--- src/rtl/instr_loader.sv ---
// Byte-stream program loader: packs big-endian bytes into 32-bit words, writes imem, then releases CPU reset.
// Optional INSTR_LOADER_CHECKSUM_EN: trailing 4-byte checksum compared against the wrap-around sum of written words.
module instr_loader #(
    parameter int DEPTH_WORDS = 256,
    parameter int LEN_W       = 9
) (
    input  logic             clk_i,
    input  logic             rst_i,
    input  logic             start_i,
    input  logic [LEN_W-1:0] len_i,
    input  logic             byte_valid_i,
    input  logic [7:0]       byte_data_i,
    output logic             byte_ready_o,
    output logic             imem_we_o,
    output logic [31:0]      imem_addr_o,
    output logic [31:0]      imem_data_o,
    output logic             cpu_rst_o,
    output logic             busy_o,
    output logic             done_o,
    output logic             err_o
);

    typedef enum logic [2:0] {
        S_IDLE,
        S_LOAD,
        S_WRITE,
        S_DONE,
        S_ERROR,
        S_CKSUM
    } state_t;

    localparam logic [31:0] DEPTH_U = 32'(DEPTH_WORDS);

    state_t           state_q, state_d;
    logic [1:0]       byte_cnt_q, byte_cnt_d;
    logic [LEN_W-1:0] word_idx_q, word_idx_d;
    logic [LEN_W-1:0] len_q, len_d;
    logic [31:0]      asm_q, asm_d;
    logic [31:0]      addr_q, addr_d;
    logic [31:0]      data_q, data_d;
    logic             ready_q, ready_d;
    logic             we_q, we_d;
    logic             cpu_rst_q, cpu_rst_d;
    logic             busy_q, busy_d;
    logic             done_q, done_d;
    logic             err_q, err_d;
`ifdef INSTR_LOADER_CHECKSUM_EN
    logic [31:0]      sum_q, sum_d;
`endif

    logic             accept;
    assign accept = byte_valid_i & ready_q;

    always_comb begin
        state_d    = state_q;
        byte_cnt_d = byte_cnt_q;
        word_idx_d = word_idx_q;
        len_d      = len_q;
        asm_d      = asm_q;
        addr_d     = addr_q;
        data_d     = data_q;
`ifdef INSTR_LOADER_CHECKSUM_EN
        sum_d      = sum_q;
`endif
        case (state_q)
            S_IDLE, S_DONE, S_ERROR: begin
                if (start_i) begin
                    byte_cnt_d = 2'd0;
                    word_idx_d = '0;
`ifdef INSTR_LOADER_CHECKSUM_EN
                    sum_d      = 32'd0;
`endif
                    if (len_i == '0) begin
`ifdef INSTR_LOADER_CHECKSUM_EN
                        state_d = S_CKSUM;
`else
                        state_d = S_DONE;
`endif
                    end else if (32'(len_i) > DEPTH_U) begin
                        state_d = S_ERROR;
                    end else begin
                        state_d = S_LOAD;
                        len_d   = len_i;
                    end
                end
            end
            S_LOAD: begin
                if (accept) begin
                    asm_d      = {asm_q[23:0], byte_data_i};
                    byte_cnt_d = byte_cnt_q + 2'd1;
                    if (byte_cnt_q == 2'd3) begin
                        state_d = S_WRITE;
                        addr_d  = 32'(word_idx_q) << 2;
                        data_d  = asm_d;
                    end
                end
            end
            S_WRITE: begin
                word_idx_d = word_idx_q + LEN_W'(1);
`ifdef INSTR_LOADER_CHECKSUM_EN
                sum_d      = sum_q + data_q;
                state_d    = (word_idx_d == len_q) ? S_CKSUM : S_LOAD;
`else
                state_d    = (word_idx_d == len_q) ? S_DONE : S_LOAD;
`endif
            end
`ifdef INSTR_LOADER_CHECKSUM_EN
            S_CKSUM: begin
                if (accept) begin
                    asm_d      = {asm_q[23:0], byte_data_i};
                    byte_cnt_d = byte_cnt_q + 2'd1;
                    if (byte_cnt_q == 2'd3) begin
                        state_d = (asm_d == sum_q) ? S_DONE : S_ERROR;
                    end
                end
            end
`endif
            default: state_d = S_IDLE;
        endcase

        // Outputs are decoded from the next state so they are registered yet aligned with the state.
        ready_d   = (state_d == S_LOAD) || (state_d == S_CKSUM);
        we_d      = (state_d == S_WRITE);
        cpu_rst_d = (state_d == S_DONE);
        busy_d    = (state_d == S_LOAD) || (state_d == S_WRITE) || (state_d == S_CKSUM);
        done_d    = (state_d == S_DONE);
        err_d     = (state_d == S_ERROR);
    end

    always_ff @(posedge clk_i) begin
        if (!rst_i) begin
            state_q    <= S_IDLE;
            byte_cnt_q <= 2'd0;
            word_idx_q <= '0;
            len_q      <= '0;
            asm_q      <= 32'd0;
            addr_q     <= 32'd0;
            data_q     <= 32'd0;
            ready_q    <= 1'b0;
            we_q       <= 1'b0;
            cpu_rst_q  <= 1'b0;
            busy_q     <= 1'b0;
            done_q     <= 1'b0;
            err_q      <= 1'b0;
`ifdef INSTR_LOADER_CHECKSUM_EN
            sum_q      <= 32'd0;
`endif
        end else begin
            state_q    <= state_d;
            byte_cnt_q <= byte_cnt_d;
            word_idx_q <= word_idx_d;
            len_q      <= len_d;
            asm_q      <= asm_d;
            addr_q     <= addr_d;
            data_q     <= data_d;
            ready_q    <= ready_d;
            we_q       <= we_d;
            cpu_rst_q  <= cpu_rst_d;
            busy_q     <= busy_d;
            done_q     <= done_d;
            err_q      <= err_d;
`ifdef INSTR_LOADER_CHECKSUM_EN
            sum_q      <= sum_d;
`endif
        end
    end

    assign byte_ready_o = ready_q;
    assign imem_we_o    = we_q;
    assign imem_addr_o  = addr_q;
    assign imem_data_o  = data_q;
    assign cpu_rst_o    = cpu_rst_q;
    assign busy_o       = busy_q;
    assign done_o       = done_q;
    assign err_o        = err_q;

endmodule

--- config.mk ---
export PLATFORM = sky130hd
export DESIGN_NAME = instr_loader
export DESIGN_NICKNAME = d
export VERILOG_FILES = /design/src/rtl/instr_loader.sv
export SDC_FILE = /design/constraint.sdc
export NUM_CORES = 1
export LEC_CHECK = 0
export CAP_MARGIN = 40
export CORE_ASPECT_RATIO = 0.5
export CORE_UTILIZATION = 50
export CTS_BUF_LIST = sky130_fd_sc_hd__clkbuf_8
export CTS_CLUSTER_SIZE = 24
export DETAILED_ROUTE_END_ITERATION = 12
export GPL_ROUTABILITY_DRIVEN = 0
export PLACE_DENSITY = 0.79
export SETUP_SLACK_MARGIN = 0.1
export SYNTH_ARGS = -nofsm -noshare
export SYNTH_HDL_FRONTEND = slang
export SYNTH_SLANG_ARGS = --single-unit
--- constraint.sdc ---
create_clock -name clk_i -period 2.3 [get_ports clk_i]
set_clock_uncertainty 0.1 [all_clocks]
set_input_delay 0.345 -clock clk_i [delete_from_list [all_inputs] [get_ports clk_i]]
set_output_delay 0.345 -clock clk_i [all_outputs]
set_load 0.01 [all_outputs]
# --- After elaboration in Yosys (flattened, before gate mapping) ---
# Index checks and enable logic that the tools add are counted.
classes:
  n_bitwise: 3
  add_sub_neg: 2
  n_reduce_logical: 13
  mux: 12
  magnitude_cmp: 1
  eq_ne: 13
ops:
  columns: ["operator", "count"]
  rows:
  - ["case mux 9 bit (2 select lines)", 1]
  - ["two-way mux 3 bit", 5]
  - ["equality test 3 x 2 -> 1 bit (second input constant)", 4]
  - ["adder 9 x 1 -> 9 bit (second input constant)", 1]
  - ["equality test 3 bit (second input constant)", 3]
  - ["equality test 9 bit", 1]
  - ["greater-than comparator 9 bit (second input constant)", 1]
  - ["zero test 9 bit", 1]
  - ["two-way mux 9 bit", 1]
  - ["case mux 3 bit (3 select lines)", 1]
  - ["equality test 3 x 1 -> 1 bit (second input constant)", 2]
  - ["two-way mux 2 bit", 3]
  - ["AND reduction 3 bit", 2]
  - ["!= test 2 bit (second input constant)", 2]
  - ["case mux 2 bit (2 select lines)", 1]
  - ["AND reduction 2 bit", 2]
  - ["AND reduction 4 bit", 1]
  - ["nonzero test 2 bit", 2]
  - ["zero test 3 bit", 1]
  - ["logical OR 1 bit", 3]
  - ["OR reduction 3 bit", 1]
  - ["adder 2 x 1 -> 2 bit (second input constant)", 1]
  - ["equality test 2 bit (second input constant)", 1]
  - ["inverter 1 bit", 2]
  - ["bitwise AND 1 bit", 1]
totals:
  ff_bits: 93

# --- Depth between registers and ports, before layout ---
# Gate-level depths: netlist of the first run.
depth:
  depth_word: 8
  mapped_depth: 8
  ltp_nobuf: 8

# --- Least setup slack after synthesis of the first run ---
# OpenSTA, ideal clock, no wires.
synth_path:
  kind: "flip-flop to flip-flop"
  from: "reg word_idx_q[0]"
  to: "reg err_q, in the netlist err_o"
  stages_incl_launch_ff: 8
  t_arrival_ps: 1749
  slack_ps: 335
  path_buffers: 0
  t_required_ps: 2084
  period_less_slack_ps: 1965
  setup_ps: 116
  cell_sequence: "dfxtp_1 ha_1 and3_1 nand3_1 xnor2_1 nor3_1 a31oi_4 and2_2"
synth_via:
  elab_chain_cells: 5
synth_lines:
  columns: ["item", "line", "source"]
  rows:
  - ["start, declared", "36", "logic [LEN_W-1:0] word_idx_q, word_idx_d;"]
  - ["start signal, assigned", "151", "word_idx_q <= word_idx_d;"]
  - ["adder 9 x 1 -> 9 bit", "99", "word_idx_d = word_idx_q + LEN_W'(1);"]
  - ["equality test 9 bit", "104", "state_d = (word_idx_d == len_q) ? S_DONE : S_LOAD;"]
  - ["two-way mux 2 bit", "104", null]
  - ["case mux 3 bit (3 select lines)", "65", "case (state_q)"]
  - ["equality test 3 bit", "127", "err_d = (state_d == S_ERROR);"]
  - ["end signal, assigned", "161", "err_q <= err_d;"]
  - ["end, declared", "46", "logic err_q, err_d;"]
# No other way between the ends.
# A chain may end at the register's enable or synchronous reset.

# --- Final worst setup path of the first run ---
layout_path:
  from: "in len_i[3]"
  to: "reg ready_q, in the netlist byte_ready_o"
layout_via:
  elab_chain_cells: 7
  word_cells_on_any_way: 9
  classes_between: "order compare: 1; eq/ne: 2; mux: 4; reduce/logical: 2"
layout_lines:
  columns: ["item", "line", "source"]
  rows:
  - ["start, declared", "10", "input logic [LEN_W-1:0] len_i,"]
  - ["greater-than comparator 9 bit", "79", "end else if (32'(len_i) > DEPTH_U) begin"]
  - ["two-way mux 3 bit", "79", null]
  - ["two-way mux 3 bit *", "73", "if (len_i == '0) begin"]
  - ["two-way mux 3 bit *", "67", "if (start_i) begin"]
  - ["case mux 3 bit (3 select lines) *", "65", null]
  - ["equality test 3 x 1 -> 1 bit / equality test 3 bit (equally long branches)", "122", "ready_d = (state_d == S_LOAD) || (state_d == S_CKSUM);"]
  - ["logical OR 1 bit *", "122", null]
  - ["end signal, assigned", "156", "ready_q <= ready_d;"]
  - ["end, declared", "41", "logic ready_q, ready_d;"]
# Every way passes the cells marked *; elsewhere a longest branch is shown, timed or not.

==> results.md, run 1 <==
Timing:
- The number of endpoints with negative hold slack in the final report is 0.
- Based on the critical path, the design can be clocked at up to 464 MHz.
- The final cycle utilization of the critical path is 93.7%.
- Setup slack on the critical path of the routed design comes to 145 ps.
- The worst hold slack is around 350 ps.
- Setup repair after global routing could not meet its margin everywhere.
- The pin slew with the least headroom to its limit is 579 ps.
- The number of endpoints failing setup at the final stage is 0.
- The max-slew violation count came to 0.
- The minimum clock period is 2150 ps.
- In this run the tightest slew margin relative to its limit is 61.4%.

Synthesis:
- The number of unique standard cell types used by synthesis is 52.
- The netlist area before placement is 4160 µm².
- After synthesis, the mean cell area works out to 8.28 µm².
- The register bit total from synthesis is 93.
- The largest area contributor in the netlist is dfxtp_1.
- The flip-flop cell with the highest count after synthesis is dfxtp_1.
- The synthesized design devotes to its leading area cell type 44.8% of total area.
- In the synthesized netlist, the number of instances is 502.
- The sequential area share after synthesis is 44.8%.
- Of all flip-flops after synthesis, the portion carrying an async set or reset was 0%.
- By area the synthesized netlist is led by dfxtp_1, nand2_1, a21boi_0, buf_4, nand3_1.
- Counting flops with a built-in enable in the synthesized netlist gives 0.
- The Yosys warning count is 0.

Clock network:
- The clock passes through at most 2 buffers.
- The tree is rooted in a clkbuf_8.
- Buffers inserted to repair hold after CTS numbered 0.
- The clock drives 93 sinks.
- The later-pin clock latency in the skew report is 370 ps.
- The total clock buffers created by CTS is 9.
- The CTS tree is done.
- After clock tree synthesis, the clock-pin slew on the worst setup and hold paths is 90 ps.
- CTS built an H-tree with a depth of 3.

Placed design:
- Timing analysis after detailed placement gives a worst setup slack of -306 ps.
- The post-detailed-placement half-perimeter wirelength is between 5 and 6 mm.
- The port buffer count is 67.

Worst setup path:
- Of all nets on the critical path, the largest fanout is 3.
- Data arrives at the worst endpoint at about 2400 ps.
- The endpoint identified for the worst register-to-register timing path is busy_o$_SDFF_PN0_.
- The endpoint class of the critical path is a flip-flop.
- For flop-to-flop paths, the worst setup slack is 240 ps.
- The worst setup path is launched from an input port.
- The capture point of the worst path is byte_ready_o$_SDFF_PN0_.
- The startpoint-to-endpoint class of the critical path is input port to flip-flop.
- The number of cells on the worst reg-to-reg path is 7.
- The required time at the endpoint of the critical path is 2520 ps.
- The launch point of the worst reg-to-reg path is word_idx_q[0]$_SDFFE_PN0P_.
- Tracing the worst setup path back leads to its startpoint at len_i[3].

Die:
- The height of the die is around 66 µm.
- For this configuration, the core starts out at a cell density of 51.8%.
- From left edge to right edge, the die measures 131 µm.
- The cell row count is 23.
- The floorplan step defined a die boundary enclosing 8700 µm².
- The floorplan step defined a core boundary enclosing 8030 µm².
- The number of I/O pins is about 90.

Finish:
- Cells with a size suffix above 1 make up 8.50% of the layout.
- The area growth from synthesis to layout is 22.1%.
- The number of antenna diodes in the final layout is 0.
- In the final design database the tool counted roughly 590 nets.

Route:
- After detailed routing, the average wire length per cell comes to about 13 µm.
- The detailed-route wire length is 8.60 mm.
- Detailed routing inserted a total of 3430 vias.
- The vias per cell is 5.07.
- The number of antenna-violating nets in the routed design is 0.
- The number of remaining DRC errors is 0.
- The first routing iteration left approximately 220 violations.
- The detailed-router iteration count before antenna repair is 4.

Global route:
- The first global-routing pass estimated ~15 mm of wire.
- The global routing usage summed across all routing layers is a little over a fifth.
- The number of antenna violations at the first check in global routing is 0.
- Entering global routing, the biggest net connects 44 pins.
- The number of global-route vias before repair came to 3183.
- The total congestion overflow is 0.

Power and ir drop:
- The worst-case vdd ir drop is 0.330 mV.
- The analysis attributes to cell leakage a power of about 1.8 nW.
- The total power per unit cell area is a little under 600 nW/µm².

Worst hold path:
- The min-delay analysis places its worst path in the category flip-flop to flip-flop.

Run:
- The reported max-cap violation count is 0.

Status:
- The flow ran to the end, and the final reports show no timing, DRC or antenna violations.
==> flip-flops by register name, indices dropped and copies added, names as in the netlist <==
name,count
imem_data_o,32
asm_q,24
imem_addr_o,9
len_q,9
word_idx_q,9
state_q,3
byte_cnt_q,2
busy_o,1
byte_ready_o,1
done_o,1
err_o,1
imem_we_o,1
==> cell usage in the layout, fill, tap and decap left out, types with 12 or more instances in the layout <==
cell / netlist / routed
clkdlybuf4s50_1: 0 / 66
buf_4: 26 / 13
dfxtp_1: 93 / 93
a21boi_0: 72 / 72
conb_1: 1 / 23
nand3_1: 18 / 18
nand2_1: 156 / 156
o21ai_0: 12 / 12
clkbuf_8: 1 / 12
==> synthesized netlist by cell type (2+ instances only) <==
library cell,n
a21boi_0,72
a21boi_1,6
a21oi_1,8
and2_1,5
and2b_1,2
and3_1,3
buf_2,9
buf_4,26
clkbuf_1,18
dfxtp_1,93
ha_1,4
inv_1,4
nand2_1,156
nand3_1,18
nand4b_1,2
nor2_1,7
nor2b_1,6
nor3_1,8
nor4_1,2
o21a_1,2
o21ai_0,12
xnor2_1,7
xor2_1,3
==> where the power goes <==
group          internal, mW  total [mW]  leakage, nW  switching, mW
sequential             1.62        1.64        0.751         0.0142
combinational        0.0899       0.189        0.919         0.0991
clock                 0.595        1.18        0.105          0.582
total                  2.31        3.00         1.77          0.695
==> timing repair <==
item / CTS / global route
setup endpoints to repair: 1 / 3
cloned: 0 / 0
resized for setup: 1 / 3
setup buffers: 0 / 1
pin swaps: 0 / 3
==> cell families (layout without fill, tap and decap cells) <==
group / Yosys count / in the layout / synth area share (%)
multiplexers: 2 / 2 / 0.512
XOR/XNOR: 10 / 10 / 2.11
other: 1 / 23 / 0.0902
flip-flops: 93 / 93 / 44.8
AND/OR/NAND/NOR: 223 / 223 / 24.0
buffers and inverters: 61 / 102 / 8.70
adder cells (fa/ha/maj): 4 / 4 / 1.20
AO/OA/AOI/OAI: 108 / 108 / 18.6
==> cell type report <==
cell class                      instances  area [µm²]
Inverter                                4        15.0
Clock inverter                          4        53.8
Sequential cell                        93        1860
Multi-Input combinational cell        370        2030
Tap cell                              112         140
Fill cell                             718        2960
Clock buffer                           12         165
Timing Repair Buffer                   82         803
==> metrics by stage <==
| step | power [mW] | utilization, % | instance area [µm²] | instances | TNS (ps) |
|---|---|---|---|---|---|
| 6_report | 3.00 | 63.2 | 5070 | 677 | 0 |
| 3_5_place_dp | 1.86 | 60.1 | 4830 | 660 | -1220 |
| 3_3_place_gp | 1.86 | 60.1 | 4830 | 660 | -1030 |
| 2_1_floorplan | 1.81 | - | 4240 | 524 | 0 |
| 5_1_grt | 3.11 | 63.2 | 5070 | 677 | 0 |
| 4_1_cts | 3.02 | 62.9 | 5050 | 676 | 0 |
==> worst min-delay path by stage <==
stage / start / slack, ps / endpoint / depth (start not counted)
global placement: imem_addr_o[6]$_SDFFE_PN0P_ / 340 / imem_addr_o[6]$_SDFFE_PN0P_ / 2
floorplan: asm_q[18]$_SDFFE_PN0P_ / 330 / imem_data_o[26]$_SDFFE_PN0P_ / 2
finish: imem_addr_o[6]$_SDFFE_PN0P_ / 350 / imem_addr_o[6]$_SDFFE_PN0P_ / 2
global route: imem_data_o[26]$_SDFFE_PN0P_ / 380 / imem_data_o[26]$_SDFFE_PN0P_ / 2
detailed placement: imem_addr_o[6]$_SDFFE_PN0P_ / 350 / imem_addr_o[6]$_SDFFE_PN0P_ / 2
CTS: imem_addr_o[6]$_SDFFE_PN0P_ / 360 / imem_addr_o[6]$_SDFFE_PN0P_ / 2
==> critical path, stage by stage <==
cell             delay [ps]
clkdlybuf4s50_1         440
nor4_2                  330
nand2_1                 120
ha_1                    220
or3b_2                  450
a21oi_2                 160
o31ai_2                  90
inv_1                   110
and2_1                  120
==> layer usage <==
metal / GRT usage [%] / routed length [µm]
met5: 0 / 0
met3: 7.79 / 355
met4: 6.61 / 113
met1: 26.1 / 4070
met2: 37.4 / 4060
Power figures use the tool's default switching activity.
==> run 2, diff against run 1 <==
CORE_MARGIN = 2   (was not set)
SLEW_MARGIN = 20   (was not set)
==> run 2 against run 1 <==
Against the previous run: critical path depth increased by 1; fmax is essentially flat; critical path type unchanged; global-route usage down 2.2 points; critical endpoint unchanged; clock power down 13%; hold slack worse by 1.1 ps.
==> results.md, run 2 (same netlist as run 1, synthesis figures left out) <==
Status:
- The run finished with clean final reports.

Timing:
- The highest clock rate is 464 MHz.
- The final setup TNS is 0 ps.
- Setup repair after global routing could not meet its margin everywhere.
- Setup violations remaining at the end of the flow were counted as 0.
- In the finished design, the share of the clock period the worst path needs comes to 93.7%.
- The number of endpoints with negative hold slack in the final report is 0.
- For the finished layout, the period the worst path requires is about 2200 ps.
- The max-slew violation count came to 0.
- The worst setup slack after layout is 146 ps.

Finish:
- The top cell types in the final layout, fill and taps aside, are nand2_1, dfxtp_1, a21boi_0.
- The share of final-layout standard cells stronger than drive strength 1 is 9.14%.
- The register with the most flip-flops in the layout has 32 of them.
- The number of antenna repair diodes is 0.
- The area growth from synthesis to layout is 22.0%.
- The post-route cell area is 5070 µm².
- The filler cell count in the final layout is 713.
- For this run, the post-layout net count is 589.
- The leading cell type in the layout, fill and taps excluded is nand2_1.

Power and ir drop:
- The design draws 2.86 mW.
- In this run the power density over the cells is 564 nW/µm².
- The worst-case IR drop observed on VDD is roughly 0.31 mV.
- The leakage power is 1.78 nW.

Die:
- Once the floorplan was initialized, standard cells occupied 51.8% of the core.
- The number of I/O pins is 91.
- After floorplanning, the core was divided into 23 placement rows.
- The height of the die is 68.5 µm.
- The area of the die is between 9000 and 10000 µm².
- The die boundary width is roughly 130 µm.
- The core region is around 8000 µm².

Clock network:
- The later-pin clock latency in the skew report is about 370 ps.
- CTS placed an instance of clkbuf_8 at the clock tree root.
- The clock drives 93 sinks.
- The total clock buffers created by CTS is 9.
- The number of levels in the clock H-tree is 3.
- The longest clock path from root to sink contains 2 buffers.
- Clock-pin slew was measured on the worst setup and hold paths at 90 ps.
- TritonCTS built the clock tree.

Worst hold path:
- The type of the tightest min-delay check is input port to flip-flop.

Worst setup path:
- The kind of start point of the critical path is an input port.
- The family with the most delay on the worst path is simple AND/OR/NAND/NOR gates.
- In this run the register-to-register setup slack is 250 ps.
- Of all nets on the critical path, the largest fanout is 3.
- For this design, the slowest cell found on the critical path is or3b_2.
- The signal on the critical path passes through clkdlybuf4s50_1, nor4_2, buf_4, nand2_1, ha_2, or3b_2, a21oi_2, o31ai_2, inv_1, and2_1.
- The required time at the endpoint of the critical path is between 2000 and 3000 ps.
- Together, buffers and inverters on the worst path number 3.
- For the worst setup path, the data arrival time is 2370 ps.
- The endpoint class of the critical path is a flip-flop.
- The critical path in this run is classified as input port to flip-flop.
- On the worst path, the slowest cell contributes a delay of 450 ps.

Global route:
- The global routing usage summed across all routing layers is about 20%.
- Entering global routing, the biggest net connects 51 pins.
- The total overflow left after global routing is 0.
- The number of global-route vias before repair is around 3000.
- The first global-routing pass estimated 14.0 mm of wire.
- The number of antenna violations at the first check in global routing is 0.

Placed design:
- At the placement stage, the worst setup path has a slack of -318 ps.
- The total cell area at the placement stage is approximately 4900 µm².
- Detailed placement ended at an HPWL of just under 6 mm.
- Buffers placed on the I/O ports in this run total 67.

Route:
- Detailed routing inserted a total of 3365 vias.
- The detail route stage leaves a number of antenna-violating nets equal to 0.
- In the routed layout, each cell is associated on average with a via count of 4.94.
- In this run, the number of DRC markers left after iteration 0 of detailed routing was 235.
- Summed over all layers, the routed wires come to 8.60 mm.
- The number of remaining DRC errors is 0.
- The detailed-router iteration count before antenna repair is 4.
- After detailed routing, the average wire length per cell comes to between 10 and 15 µm.

Run:
- Max-cap violations in this run came to 0.
-- run 2: changes by cell type in the layout (fill, tap and decap cells not counted) --
| cell | change |
|---|---|
| buf_4 | +4 |
| inv_6 | +1 |
| bufinv_16 | -1 |
| clkinv_4 | +2 |
| o21ai_0 | -1 |
| inv_1 | +1 |
| ha_1 | -1 |
| ha_2 | +1 |
| clkbuf_8 | -2 |
| clkinvlp_4 | -1 |
| o21ai_1 | +1 |
-- run 2: layout make-up --
cell class	count	area (µm²)	share of cell area (%)
timing repair buffer	86	833	16.4
clock buffer	10	138	2.71
sequential	93	1860	36.7
clock inverter	6	46.3	0.913
tap	112	140	2.76
inverter	4	15.0	0.296
multi-input combinational	370	2040	40.2
-- run 2: worst paths after layout --
kind | from | endpoint | cells after the start
hold reg to reg | imem_addr_o[6]$_SDFFE_PN0P_ | imem_addr_o[6]$_SDFFE_PN0P_ | 2
setup reg to reg | word_idx_q[1]$_SDFFE_PN0P_ | err_o$_SDFF_PN0_ | 7
setup / recovery | len_i[3] | byte_ready_o$_SDFF_PN0_ | 10
hold / removal | rst_i | word_idx_q[8]$_SDFFE_PN0P_ | 2
-- run 2: timing repair --
action,CTS,global route
gates resized for setup,1,5
buffers inserted,0,1
endpoints found under the setup margin,1,5
hold buffers,0,0
pin swaps,0,2
-- run 2: stage by stage --
step                      instances  util, %  hold slack [ps]
after global placement          664     60.5              342
final                           681     63.2              353
after CTS                       680     62.9              340
after floorplan                 524        -              331
after global routing            681     63.2              367
after detailed placement        664     60.5              349
-- run 2: routing by layer --
| layer | GRT usage [%] | up-vias | routed length, µm |
|---|---|---|---|
| met2 | 34.1 | 72 | 4040 |
| li1 | - | 1731 | - |
| met3 | 6.30 | 10 | 406 |
| met5 | 0 | - | 0 |
| met1 | 24.2 | 1552 | 4060 |
| met4 | 6.05 | 0 | 97 |
-- run 2: worst register-to-register path, delay by kind of cell (launching register included) --
kind	cells	cell delay [ps]
AOI/OAI and AO/OA	1	170
and+or+nand+nor	4	870
adders and majority gates	1	250
xor gates and xnor gates	1	190
DFF	1	360
-- run 2: report_power, final --
part | switching, mW | leakage [nW] | total, mW | internal [mW]
logic | 0.0988 | 0.938 | 0.193 | 0.0947
clock network | 0.598 | 0.0947 | 1.03 | 0.430
registers | 0.0136 | 0.751 | 1.64 | 1.62
total | 0.710 | 1.78 | 2.86 | 2.15
